--- src/rtl/mmu_host_ctrl_pkg.sv ---
// Shared types and defaults for the matrix-multiply host sequencer.
// The state encoding lives here so the bench can decode state probes.
package mmu_host_ctrl_pkg;

  localparam int MAT_SIZE   = 6;
  localparam int DATA_WIDTH = 16;

  typedef enum logic [2:0] {
    S_LOAD_A  = 3'd0,
    S_LOAD_B  = 3'd1,
    S_KICK    = 3'd2,
    S_COMPUTE = 3'd3,
    S_RD_REQ  = 3'd4,
    S_RD_WAIT = 3'd5,
    S_OUT     = 3'd6,
    S_FIN     = 3'd7
  } state_e;

  // Width needed to count 0..n-1, never narrower than one bit.
  function automatic int clog2_min1(input int n);
    return (n > 1) ? $clog2(n) : 1;
  endfunction

endpackage

--- src/rtl/mmu_out_stage.sv ---
// Single-entry output register: captures a C row on load and holds it,
// together with its last flag, until the host accepts it.
module mmu_out_stage #(
  parameter int DW = 96
) (
  input  logic          clk,
  input  logic          rst,
  input  logic          load_i,
  input  logic          last_i,
  input  logic [DW-1:0] data_i,
  input  logic          ready_i,
  output logic          valid_o,
  output logic          last_o,
  output logic [DW-1:0] data_o
);

  logic          valid_q;
  logic          last_q;
  logic [DW-1:0] data_q;

  always_ff @(posedge clk) begin
    if (rst) begin
      valid_q <= 1'b0;
      last_q  <= 1'b0;
      // NOTE: this is a single row register rather than a memory array, so it
      // is cheap to reset and lets out_data read as zero straight out of reset.
      data_q  <= '0;
    end else if (load_i) begin
      valid_q <= 1'b1;
      last_q  <= last_i;
      data_q  <= data_i;
    end else if (valid_q && ready_i) begin
      valid_q <= 1'b0;
      last_q  <= 1'b0;
    end
  end

  assign valid_o = valid_q;
  assign last_o  = last_q;
  assign data_o  = data_q;

endmodule

--- src/rtl/mmu_host_ctrl.sv ---
// Host-side sequencer: loads A and B rows into BRAM, kicks the DMA
// controller, waits for completion under a timeout, then streams out C rows.
module mmu_host_ctrl
  import mmu_host_ctrl_pkg::*;
#(
  parameter int N         = MAT_SIZE,
  parameter int WIDTH     = DATA_WIDTH,
  parameter int ADDR      = clog2_min1(N),
  parameter int START_LEN = 3,
  parameter int TIMEOUT   = 4096
) (
  input  logic                 clk,
  input  logic                 rst,
  input  logic                 in_valid,
  output logic                 in_ready,
  input  logic [N*WIDTH-1:0]   in_data,
  output logic                 out_valid,
  input  logic                 out_ready,
  output logic [N*WIDTH-1:0]   out_data,
  output logic                 out_last,
  output logic                 busy,
  output logic                 done,
  output logic                 err,
  output logic                 A_USR_wr,
  output logic [ADDR-1:0]      A_USR_addr,
  output logic [N*WIDTH-1:0]   A_USR_din,
  output logic                 B_USR_wr,
  output logic [ADDR-1:0]      B_USR_addr,
  output logic [N*WIDTH-1:0]   B_USR_din,
  output logic                 C_USR_rd,
  output logic [ADDR-1:0]      C_USR_addr,
  input  logic [N*WIDTH-1:0]   C_USR_dout,
  output logic                 start,
  input  logic                 mat_done
);

  localparam int DW    = N * WIDTH;
  localparam int CNT_W = clog2_min1((TIMEOUT > START_LEN) ? TIMEOUT : START_LEN);

  localparam logic [ADDR-1:0]  ROW_LAST  = ADDR'(N - 1);
  localparam logic [CNT_W-1:0] KICK_LAST = CNT_W'(START_LEN - 1);
  localparam logic [CNT_W-1:0] TO_LAST   = CNT_W'(TIMEOUT - 1);

  state_e           state_q;
  logic [ADDR-1:0]  row_q;
  logic [CNT_W-1:0] cnt_q;
  logic             in_ready_q;
  logic             busy_q;
  logic             start_q;
  logic             c_rd_q;
  logic             done_q;
  logic             err_q;

  logic in_hs;
  logic out_hs;
  logic row_last;

  assign in_hs    = in_valid && in_ready_q;
  assign out_hs   = out_valid && out_ready;
  assign row_last = (row_q == ROW_LAST);

  // BRAM write ports follow the host handshake in the same cycle.
  assign A_USR_wr   = in_hs && (state_q == S_LOAD_A);
  assign A_USR_addr = A_USR_wr ? row_q : '0;
  assign A_USR_din  = A_USR_wr ? in_data : '0;
  assign B_USR_wr   = in_hs && (state_q == S_LOAD_B);
  assign B_USR_addr = B_USR_wr ? row_q : '0;
  assign B_USR_din  = B_USR_wr ? in_data : '0;
  assign C_USR_rd   = c_rd_q;
  assign C_USR_addr = c_rd_q ? row_q : '0;

  assign in_ready = in_ready_q;
  assign busy     = busy_q;
  assign start    = start_q;
  assign done     = done_q;
  assign err      = err_q;

  always_ff @(posedge clk) begin
    if (rst) begin
      state_q    <= S_LOAD_A;
      row_q      <= '0;
      cnt_q      <= '0;
      in_ready_q <= 1'b1;
      busy_q     <= 1'b0;
      start_q    <= 1'b0;
      c_rd_q     <= 1'b0;
      done_q     <= 1'b0;
      err_q      <= 1'b0;
    end else begin
      // NOTE: every register here uses <= so all branches see pre-edge values
      // and the outputs change together with the state they belong to.
      done_q <= 1'b0;
      case (state_q)
        S_LOAD_A: if (in_hs) begin
          busy_q <= 1'b1;
          if (row_q == '0) err_q <= 1'b0;
          if (row_last) begin
            row_q   <= '0;
            state_q <= S_LOAD_B;
          end else begin
            row_q <= row_q + ADDR'(1);
          end
        end
        S_LOAD_B: if (in_hs) begin
          if (row_last) begin
            row_q      <= '0;
            cnt_q      <= '0;
            in_ready_q <= 1'b0;
            start_q    <= 1'b1;
            state_q    <= S_KICK;
          end else begin
            row_q <= row_q + ADDR'(1);
          end
        end
        S_KICK: begin
          if (cnt_q == KICK_LAST) begin
            cnt_q   <= '0;
            start_q <= 1'b0;
            state_q <= S_COMPUTE;
          end else begin
            cnt_q <= cnt_q + CNT_W'(1);
          end
        end
        S_COMPUTE: begin
          // Completion takes priority over a timeout landing on the same cycle.
          if (mat_done) begin
            cnt_q   <= '0;
            row_q   <= '0;
            c_rd_q  <= 1'b1;
            state_q <= S_RD_REQ;
          end else if (cnt_q == TO_LAST) begin
            cnt_q      <= '0;
            row_q      <= '0;
            err_q      <= 1'b1;
            in_ready_q <= 1'b1;
            busy_q     <= 1'b0;
            state_q    <= S_LOAD_A;
          end else begin
            cnt_q <= cnt_q + CNT_W'(1);
          end
        end
        S_RD_REQ: begin
          c_rd_q  <= 1'b0;
          state_q <= S_RD_WAIT;
        end
        S_RD_WAIT: state_q <= S_OUT;
        S_OUT: if (out_hs) begin
          if (row_last) begin
            done_q  <= 1'b1;
            state_q <= S_FIN;
          end else begin
            row_q   <= row_q + ADDR'(1);
            c_rd_q  <= 1'b1;
            state_q <= S_RD_REQ;
          end
        end
        S_FIN: begin
          row_q      <= '0;
          in_ready_q <= 1'b1;
          busy_q     <= 1'b0;
          state_q    <= S_LOAD_A;
        end
        default: state_q <= S_LOAD_A;
      endcase
    end
  end

  mmu_out_stage #(
    .DW (DW)
  ) u_out_stage (
    .clk     (clk),
    .rst     (rst),
    .load_i  (state_q == S_RD_WAIT),
    .last_i  (row_last),
    .data_i  (C_USR_dout),
    .ready_i (out_ready),
    .valid_o (out_valid),
    .last_o  (out_last),
    .data_o  (out_data)
  );

endmodule

--- config.mk ---
export PLATFORM = sky130hd
export DESIGN_NAME = mmu_host_ctrl
export DESIGN_NICKNAME = d
export VERILOG_FILES = /design/src/rtl/mmu_host_ctrl_pkg.sv /design/src/rtl/mmu_out_stage.sv /design/src/rtl/mmu_host_ctrl.sv
export SDC_FILE = /design/constraint.sdc
export NUM_CORES = 1
export LEC_CHECK = 0
export CAP_MARGIN = 20
export CORE_AREA = 3 3 192 194
export DETAILED_ROUTE_END_ITERATION = 7
export DIE_AREA = 0 0 195 197
export GPL_ROUTABILITY_DRIVEN = 0
export PLACE_DENSITY_LB_ADDON = 0.3
export REMOVE_ABC_BUFFERS = 1
export SYNTH_ARGS = -nofsm -noshare
export SYNTH_HDL_FRONTEND = slang
export SYNTH_SLANG_ARGS = --single-unit
--- constraint.sdc ---
create_clock -name clk -period 2.9 [get_ports clk]
set_input_delay 0.87 -clock clk [delete_from_list [all_inputs] [get_ports clk]]
set_output_delay 0.87 -clock clk [all_outputs]
set_load 0.03 [all_outputs]
==> impl.org <==
** Synthesis
- Most numerous cell types in the synthesized netlist :: sky130_fd_sc_hd__nand2_1, sky130_fd_sc_hd__and2_1, sky130_fd_sc_hd__dfxtp_1, sky130_fd_sc_hd__a21oi_1, sky130_fd_sc_hd__clkbuf_1
- Asr flop ratio synth :: 0%
- Most common cell in the netlist :: sky130_fd_sc_hd__nand2_1
- Number of flops mapped to enable cells by yosys :: 0
- Count of unique library cells instantiated by Yosys :: 49
- Netlist Area Pre-Place :: roughly 0.0061 mm²
- Sequential area share after synthesis :: roughly 40%
- Ys flop type :: sky130_fd_sc_hd__dfxtp_1
- In this run the mean area of a mapped cell was 7.38 µm².
- Counting flops and latches in the post-synthesis netlist gives roughly 120.
- The cell count after synthesis came out at between 800 and 900.
- Largest cells by area after synthesis :: sky130_fd_sc_hd__dfxtp_1, sky130_fd_sc_hd__and2_1, sky130_fd_sc_hd__nand2_1
- The top cell type by area accounts for approximately two fifths of the synthesized area.
- Number of warnings issued by yosys :: 0
- Cell type with the largest total area after synthesis :: sky130_fd_sc_hd__dfxtp_1

** Power and ir drop
- VDD sags by at most 346 µV.
- Sum of internal, switching and leakage power :: around 4.6 mW
- Power density over the cells :: roughly 360 mW/mm²
- For this design the static power due to leakage is about 5 nW.

** Clocking
- The clock tree synthesis step divided the H-tree into 4 levels.
- CTS Hold Bufs :: 0
- After clock tree synthesis, the clock-pin slew on the worst setup and hold paths is roughly 50 ps.
- TritonCTS built the clock tree.
- Clock buffer count from CTS :: 17
- The clock passes through at most 2 buffers.
- Root buffer cell :: sky130_fd_sc_hd__clkbuf_16
- At the later pin of the worst-skew pair, clock insertion delay measures about 430 ps.
- Count of clock tree sinks :: between 100 and 150

** Placed design
- In this run the tool buffered the top-level ports with slightly above 500 buffer cells.
- Standard cell area after detailed placement :: about 0.011 mm²
- Half-perimeter wire length of the detailed placement result :: between 20 and 25 mm

** Drt
- Met2 layer wire length in the routed design :: approximately 16 mm
- The first routing iteration left 220 violations.
- In the routed layout, each cell is associated on average with a via count of just over 4.
- Antenna-violating nets left :: 0
- Wire per inst :: around 17 µm
- In the detailed route, the total length drawn on met3 is 1.97 mm.
- Router iterations before antenna repair :: 4
- For this run, design rule violations remaining after detail routing come to 0.
- Across all layers, the routed design uses about 7400 vias.
- Summed over all layers, the routed wires come to approximately 31 mm.
- In the final routing, the length of wire on met1 measures 12.3 mm.
- Uppermost metal layer occupied by signal nets :: met4

** Timing
- Number of setup violations in the final report :: 0
- Final Slew Violations :: 0
- Headroom to the max-slew limit came out at approximately half.
- Hold Worst Slack :: about 450 ps
- Number of hold violations in the final report :: 0
- The worst path uses a little under 100% of the clock period.
- The clock arrives with roughly 23 ps of skew.
- After layout, the minimum clock period comes to 2850 ps.
- Transition time at the pin with the least slew margin :: 744 ps
- Fmax :: approximately 350 MHz
- Setup repair after global routing could not meet its margin everywhere.

** Job
- Across the run, the number of max-cap violations was 0.

** GRT
- The via count of the first global-routing pass came to about 7300.
- Overall routing resource usage :: about 15%
- The number of antenna violations at the first check in global routing came to 1.
- Entering global routing, the biggest net connects roughly 90 pins.
- First-pass GRT wire length :: ~44 mm
- After global routing the overflow that remains totals 0.

** Critical path
- The worst setup path is of the primary input to output pin kind.
- Worst EP required :: about 2000 ps
- Largest fanout on the critical path :: 12
- The signal on the critical path passes through buf_8, nand2_4, nor4_4, buf_6, buf_8, buf_16, and2_1, buf_6.
- STA classifies the critical path startpoint as a primary input.
- On the critical path, the stage with the largest delay is an instance of sky130_fd_sc_hd__nor4_4.
- Total buffers and inverters traversed by the critical path :: 5
- Arrival time of the worst setup path :: just under 2000 ps
- The kind of cell with the highest combined delay along the critical path is buffers and inverters.
- Type of destination of the critical path :: output pin
- Biggest cell delay along the critical path :: around 190 ps

** Finish
- The finished cells cover 0.0128 mm².
- P&R area growth vs syn :: 111%
- Fill cells in the final layout number approximately 3600.
- The post-route netlist has about a quarter of its cells at a drive strength greater than 1.
- Number of nets in the layout :: roughly 1500

** Floorplan
- Area of the placeable core :: roughly 0.035 mm²
- For this design the top-level I/O count stands at ~500.
- In this run the horizontal extent of the chip is 195 µm.
- Initial standard-cell utilization of the core :: roughly 17%
- Number of placement rows :: 69
- Total die area :: just under 0.04 mm²
- Die extent in y :: roughly 200 µm

** Hold path
- Class of the worst hold path :: flip-flop to flip-flop

** Status
- The flow ran to the end, and the final reports show no timing, DRC or antenna violations.
final timing paths:
check | startpoint | to | slack (ps) | cells after the start
worst max-delay path | in_valid | B_USR_din[45] | 50 | 8
worst max register to register | state_q[1] | in_ready | 760 | 6
worst min-delay path | u_out_stage.data_o[32] | u_out_stage.data_o[32] | 450 | 2
worst min register to register | u_out_stage.data_o[32] | u_out_stage.data_o[32] | 450 | 2
layout make-up:
class	instances	area, µm²	share of cell area [%]
Inverter	6	22.5	0.176
Multi-Input combinational cell	631	3510	27.4
Clock buffer	22	444	3.47
Tap cell	461	577	4.50
Sequential cell	122	2440	19.1
Clock inverter	9	124	0.966
Timing Repair Buffer	555	5690	44.4
Antenna cell	1	2.50	0.0195
worst min-delay path: stages, from the launching register on:
cell and delay, ps:
sky130_fd_sc_hd__dfxtp_1 300, sky130_fd_sc_hd__nand2_1 50, sky130_fd_sc_hd__a21oi_1 50
registers in the layout, indices dropped and copies added (netlist names):
name                 cells
err                      1
cnt_q                   12
u_out_stage.valid_o      1
C_USR_rd                 1
state_q                  3
busy                     1
done                     1
u_out_stage.data_o      96
u_out_stage.last_o       1
in_ready                 1
start                    1
row_q                    3
cell families after synthesis:
kind of cell / after synthesis / share of synthesized area (%)
AND/OR/NAND/NOR: 490 / 41.3
AO/OA/AOI/OAI: 129 / 11.9
flip-flops: 122 / 40.2
buffers and inverters: 71 / 4.53
XOR/XNOR: 6 / 0.865
adder cells (fa/ha/maj): 5 / 1.03
multiplexers: 1 / 0.165
through the flow:
step | TNS (ps) | cells | setup slack [ps] | utilization [%]
3_5_place_dp | -78910 | 1755 | -511 | 32.4
5_1_grt | -318 | 1807 | -34.8 | 36.2
2_1_floorplan | -1076740 | 759 | -4930 | -
6_report | 0 | 1807 | 50.9 | 36.2
4_1_cts | -3090 | 1802 | -83.1 | 35.9
3_3_place_gp | -76090 | 1755 | -499 | 32.4
per-layer routing:
| layer | GRT usage, % | vias to the layer above |
|---|---|---|
| met5 | 0 | - |
| met4 | 3.80 | 0 |
| met3 | 4.00 | 30 |
| met2 | 26.9 | 280 |
| met1 | 17.1 | 3421 |
| li1 | - | 3686 |
what timing repair did:
| action | in CTS | in global routing |
|---|---|---|
| pin swaps | 6 | 3 |
| setup buffers | 11 | 3 |
| setup endpoints to repair | 200 | 149 |
| cloned | 6 | 4 |
| gates resized for setup | 113 | 35 |
cell usage in the layout, fill, tap and decap left out, types with 4 or more instances in the layout:
cell type,Yosys,routed
sky130_fd_sc_hd__a21oi_1,102,102
sky130_fd_sc_hd__a31oi_1,5,5
sky130_fd_sc_hd__and2_1,204,161
sky130_fd_sc_hd__and2_4,0,43
sky130_fd_sc_hd__and3_1,4,4
sky130_fd_sc_hd__buf_12,0,27
sky130_fd_sc_hd__buf_4,1,137
sky130_fd_sc_hd__buf_6,0,82
sky130_fd_sc_hd__clkbuf_1,58,5
sky130_fd_sc_hd__clkbuf_16,0,20
sky130_fd_sc_hd__clkdlybuf4s50_1,0,301
sky130_fd_sc_hd__clkinv_2,0,5
sky130_fd_sc_hd__dfxtp_1,122,120
sky130_fd_sc_hd__ha_1,5,5
sky130_fd_sc_hd__inv_1,6,5
sky130_fd_sc_hd__nand2_1,215,214
sky130_fd_sc_hd__nand3_1,8,8
sky130_fd_sc_hd__nand3b_1,7,7
sky130_fd_sc_hd__nor2_1,18,18
sky130_fd_sc_hd__nor3_1,9,9
sky130_fd_sc_hd__nor4_1,7,5
sky130_fd_sc_hd__xnor2_1,6,6
report_power, final:
group          internal (mW)  total, mW  switching (mW)
clock                   1.34       2.11           0.774
combinational          0.410      0.761           0.351
sequential              1.68       1.69         0.00591
total                   3.43       4.56            1.13
(Power assumes the default switching activity.)
